$ cat src/rtl/formula_result_buffer.sv
// Result buffer for the pipelined formula unit: absorbs the unit's
// unthrottled result stream into a FIFO, re-issues it on ready/valid, and
// hands out issue credits so that buffered plus in-flight results never
// exceed the FIFO depth.
module formula_result_buffer #(
    parameter int WIDTH = 32,
    parameter int DEPTH = 8
) (
    input  logic             clk,
    input  logic             rst_n,
    input  logic             issue_vld,
    output logic             issue_rdy,
    input  logic             res_vld,
    input  logic [WIDTH-1:0] res,
    output logic             out_vld,
    output logic [WIDTH-1:0] out_data,
    input  logic             out_rdy,
    output logic             err_overflow,
    output logic             err_unexpected
);

    localparam int CW = $clog2(DEPTH + 1);
    localparam int PW = $clog2(DEPTH);

    logic [CW-1:0]    count;
    logic [CW-1:0]    inflight;
    logic [PW-1:0]    wr_ptr;
    logic [PW-1:0]    rd_ptr;
    logic [WIDTH-1:0] mem [DEPTH];

    logic fire;
    logic pop;
    logic full;
    logic push;
    logic ret;
    logic [CW:0] committed;

    // Credit is computed from registers only, so a pop this cycle frees its
    // credit one cycle later.
    always_comb begin
        committed = {1'b0, count} + {1'b0, inflight};
        issue_rdy = committed < (CW + 1)'(DEPTH);
        out_vld   = (count != '0);
        out_data  = mem[rd_ptr];
        fire      = issue_vld & issue_rdy;
        pop       = out_vld & out_rdy;
        full      = (count == CW'(DEPTH));
        // A full FIFO still accepts a result when the head leaves this cycle.
        push      = res_vld & (~full | pop);
        // A result with nothing in flight is unexpected and never underflows.
        ret       = res_vld & (inflight != '0);
    end

    // Storage is deliberately not reset; out_vld qualifies the head.
    always_ff @(posedge clk) begin
        if (push) begin
            mem[wr_ptr] <= res;
        end
    end

    // Pointers, occupancy, in-flight tracking and sticky error flags.
    always_ff @(posedge clk or negedge rst_n) begin
        if (!rst_n) begin
            count          <= '0;
            inflight       <= '0;
            wr_ptr         <= '0;
            rd_ptr         <= '0;
            err_overflow   <= 1'b0;
            err_unexpected <= 1'b0;
        end else begin
            if (push) begin
                wr_ptr <= wr_ptr + 1'b1;
            end
            if (pop) begin
                rd_ptr <= rd_ptr + 1'b1;
            end
            case ({push, pop})
                2'b10:   count <= count + 1'b1;
                2'b01:   count <= count - 1'b1;
                default: count <= count;
            endcase
            case ({fire, ret})
                2'b10:   inflight <= inflight + 1'b1;
                2'b01:   inflight <= inflight - 1'b1;
                default: inflight <= inflight;
            endcase
            if (res_vld && full && !pop) begin
                err_overflow <= 1'b1;
            end
            if (res_vld && inflight == '0) begin
                err_unexpected <= 1'b1;
            end
        end
    end

endmodule

$ cat config.mk
export PLATFORM = sky130hd
export DESIGN_NAME = formula_result_buffer
export DESIGN_NICKNAME = d
export VERILOG_FILES = /design/src/rtl/formula_result_buffer.sv
export SDC_FILE = /design/constraint.sdc
export NUM_CORES = 1
export LEC_CHECK = 0
export CELL_PAD_IN_SITES_DETAIL_PLACEMENT = 0
export CELL_PAD_IN_SITES_GLOBAL_PLACEMENT = 2
export CORE_UTILIZATION = 38
export CTS_CLUSTER_SIZE = 12
export DETAILED_ROUTE_END_ITERATION = 8
export PLACE_DENSITY = 0.77
export SETUP_SLACK_MARGIN = 0.15
export SYNTH_ARGS = -nofsm -noshare
export SYNTH_HDL_FRONTEND = slang
export SYNTH_SLANG_ARGS = --single-unit
$ cat constraint.sdc
create_clock -name clk -period 5.67 [get_ports clk]
set_input_delay 1.134 -clock clk [delete_from_list [all_inputs] [get_ports clk]]
set_output_delay 1.134 -clock clk [all_outputs]
set_load 0.005 [all_outputs]
# == Word level (Yosys, flattened, before mapping) ==
# Memory sizes are Yosys's and may differ from the RTL's.
# Index checks and enable logic that the tools add are counted.
# totals
regBits,16
memories,1
word_cells,39
input_bits,37
mem_bits_rw,256
# op_classes
n_bitwise,6
addsub,7
n_mux,4
n_reduce_logical,9
n_lt_le_gt_ge,1
eq_ne,5
# mem_list
memory,depth,width,read_ports,rd_ports_with_merged_regs,wr,line_no,rtl
mem,8,32,1,0,1,29,logic [WIDTH-1:0] mem [DEPTH];
# ops
op,n
$pmux W4 S2,2
$add A4 B1 Y4 const B,2
$reduce_bool A4 Y1,2
$sub A4 B1 Y4 const B,2
$add A3 B1 Y3 const B,2
$add A4 B4 Y5,1
$lt A5 B4 Y1 const B,1
$and A1 B1 Y1,4
$eq A2 B1 Y1 const B,2
$eq A2 B2 Y1 const B,2
$eq A4 B4 Y1 const B,1
$logic_not A4 Y1,1
$reduce_bool A2 Y1,2
$logic_and A1 B1 Y1,3
$mux W1,2
$logic_not A1 Y1,1
$not A1 Y1,1
$or A1 B1 Y1,1

# == Depth between registers and ports, before layout ==
# logic_depth
word_depth,6
mapped_depth,9
ltp_nobuf,9

# == Least setup slack after synthesis ==
# Ideal clock, no wire load.
# synth_timing
path_type,in2reg
start,input out_rdy
end,"memory mem[0][0], enable pin"
t_arrival_ns,4.492
slack_ns,0.676
setup_ns,0.501
path_stages,3
t_required_ns,5.169
path_cell_list,nand2b_1 > o21ai_4 > nor4_1
# synth_between
elab_chain_cells,5
# synth_lines
element,line_no,rtl
from (decl),17,"input logic out_rdy,"
$and A1 B1 Y1,46,pop = out_vld & out_rdy;
$or A1 B1 Y1,49,push = res_vld & (~full | pop);
$and A1 B1 Y1,49,
$mux W1,56,if (push) begin
$mux W1 (not written as such),57,mem[wr_ptr] <= res;
to (decl),29,
# Every way passes these cells.

# == Worst setup path in the final report ==
# layout_timing
start,register rd_ptr[0]
end,output out_data[18]
# layout_between
elab_chain_cells,1
# layout_lines
element,line_no,rtl
from (decl),28,logic [PW-1:0] rd_ptr;
from (signal assigned),75,rd_ptr <= rd_ptr + 1'b1;
$mem_v2 Z8 W32,n/a,
to (decl),16,"output logic [WIDTH-1:0] out_data,"
# Every way passes these cells.

==> reports/metrics.csv <==
metric;value;unit
status;complete, no violations;
sequential cell area fraction in the yosys report;0.753;
drt pass-1 iters;4;
Slew HR;0.234;
post-synth net total;528;
CP Class;register to output port;
startpoint types;register;
CTS root buf;clkbuf_16;
largest net degree at the start of global routing;67;
Final Setup Violations;0;
Ports;73;
Yosys reg bits;272;
Power per Cell Area;506;mW/mm²
Post-synth EDFFs;256;
Remaining DRCs;0;
DIE AREA;0.0290;mm²
layout cells sized above 1;0.251;
total gr overflow;0;
Gate power share;0.294;
CP arrival;3.36;ns
Antenna Violating Nets Remaining;0;
unrepaired setup endpoints after global routing;no;
synth warn;0;
postcts setup bufs;0;
CORE AREA;0.0278;mm²
sw frac;0.279;
hold buffers post-CTS;0;
H-tree depth;1;
Pint;4660;µW
CTS tree;done;
post-route clock period utilization;0.793;
number of global-route vias before repair;5313;
GP Congestion;0.743;
crit path time final;4.49;ns
FP Rows;61;
number of fillers in the final layout;2374;
die width;170;µm
Final Skew;0.0140;ns
Clock Path Buffers;3;
Via density;5.08;
Starting Density;0.387;
clock tree sinks;272;
Num CTS Buffers;28;
first-pass GRT wire length;30800;µm
drt wl/cell;20.6;µm
part of the power in registers;0.456;
Max Slew Vio Count;0;
primary flip-flop cell chosen by synthesis mapping;edfxtp_1;
DRT iter0 DRCs;473;
crit-path max FO;57;
HP Class;register to register;
routed wire length;19900;µm
clk slew on worst S/H paths;0.06;ns
Peak VDD IR;243;µV
mapped cell area;0.0107;mm²
area grow syn2layout;18.9;%
total track usage;0.143;
IO Port Bufs;72;
ys async rst share;0.0588;
Pleak;0.00409;µW
crit end category;output port;
endpoints failing hold;0;
antenna violations before repair;2;
Pwr Total;6470;µW
setup TNS;0;ns
Net Sw Power;1810;µW
Final HPWL DP;11300;µm
average footprint of a synthesized cell;22.5;µm²
Synth Instances;478;
Chip Height;170;µm
CP Data Required Time;4.54;ns
synth unique cells;38;
Gates resized, CTS repair;0;
fin nets;623;
Via Count;4920;
max-cap violation count;0;
clock latency on the worst-skew pair;0.54;ns
Least-Margin Pin Slew;1.14;ns
fmax;223;MHz
Clock power frac;0.249;
critical path, cell delays in order (launching register included):
cell	delay [ns]
dfrtp_4	1.17
buf_4	0.38
mux4_2	0.53
mux2_2	0.28
clkdlybuf4s50_1	0.44
metal layers:
layer  GRT usage  vias up  wire [µm]
li1            -     2194          -
met1       0.189     2577       8750
met2       0.240      113       9800
met3      0.0312       34        926
met4      0.0333        2        423
met5           0        -         13
area by class of cell:
type                       count  area, µm²  area share
antenna                        1       2.50    0.000196
tap                          378        473      0.0370
inverter                       9       33.8     0.00264
multi-input combinational    177       2540       0.199
sequential                   272       8100       0.634
timing repair buffer          85        831      0.0650
clock inverter                 7       58.8     0.00460
clock buffer                  39        742      0.0581
power groups by stage:
stage | Combinational [µW] | Clock [µW] | Sequential, µW
floorplan | 1410 | 0 | 2690
global placement | 1910 | 0 | 2990
detailed placement | 1940 | 0 | 3010
CTS | 1950 | 1660 | 2970
global route | 2080 | 1730 | 3020
finish | 1900 | 1610 | 2950
metrics by stage:
step | util | instances | hold WS, ns | instance area, µm² | setup WS, ns
floorplan | - | 478 | 0.451 | 10700 | 0.676
global placement | 0.431 | 921 | 0.447 | 12000 | 1.68
detailed placement | 0.431 | 921 | 0.461 | 12000 | 1.65
CTS | 0.460 | 967 | 0.480 | 12800 | 1.05
global route | 0.460 | 967 | 0.510 | 12800 | 0.913
finish | 0.460 | 968 | 0.473 | 12800 | 1.18
cell usage after synthesis (2+ instances only):
cell / count / area [µm²]
edfxtp_1: 256 / 7690
mux4_2: 55 / 1240
mux2_2: 35 / 394
dfrtp_1: 16 / 400
ha_1: 11 / 138
inv_1: 9 / 33.8
mux4_1: 9 / 236
nand2_1: 6 / 22.5
nor3b_1: 6 / 45.0
xnor2_1: 6 / 52.6
buf_2: 5 / 25.0
buf_6: 5 / 56.3
nand3_1: 5 / 25.0
a21oi_1: 4 / 20.0
buf_1: 4 / 15.0
clkbuf_1: 4 / 15.0
nor2_1: 4 / 15.0
nor3_1: 4 / 20.0
o211ai_1: 4 / 30.0
nand2b_1: 3 / 18.8
o21ai_0: 3 / 15.0
a2111o_1: 2 / 22.5
a21o_1: 2 / 15.0
fa_1: 2 / 40.0
nor4_1: 2 / 12.5
o311ai_0: 2 / 17.5
or4b_1: 2 / 20.0
xor2_1: 2 / 17.5
kinds of logic after synthesis:
group,after synthesis,share of synthesized area
flops,272,0.753
simple gates,35,0.0185
mux,101,0.176
fa+ha+maj,13,0.0165
xor+xnor,8,0.00652
compound gates,20,0.0144
buf+inv,29,0.0154
cell usage in the layout, fill, tap and decap left out, types with 4 or more instances in the layout:
cell type | synthesis | layout
mux2_2 | 35 | 35
clkdlybuf4s50_1 | 0 | 72
clkbuf_1 | 4 | 11
o211ai_1 | 4 | 4
nor3_2 | 0 | 4
clkbuf_16 | 0 | 28
dfrtp_1 | 16 | 13
mux4_2 | 55 | 55
buf_4 | 0 | 12
inv_1 | 9 | 9
nor3b_1 | 6 | 6
nand2_1 | 6 | 6
mux4_1 | 9 | 9
ha_1 | 11 | 11
edfxtp_1 | 256 | 256
nand3_1 | 5 | 5
xnor2_1 | 6 | 6
a21oi_1 | 4 | 4
worst paths after layout:
check | from | to | slack, ns | depth (start not counted)
max reg2reg | count[1] | inflight[3] | 2.49 | 9
min reg2reg | err_overflow | err_overflow | 0.47 | 1
max in group asynchronous | rst_n | rd_ptr[1] | 4.08 | 1
min | err_overflow | err_overflow | 0.47 | 1
max | rd_ptr[0] | out_data[18] | 1.18 | 4
min in group asynchronous | rst_n | err_overflow | 1.03 | 1
sequential cells by signal, indices dropped and copies added, names as in the netlist:
signal	cells
count	4
err_overflow	1
err_unexpected	1
inflight	4
mem	256
rd_ptr	3
wr_ptr	3
Power figures use the tool's default switching activity.
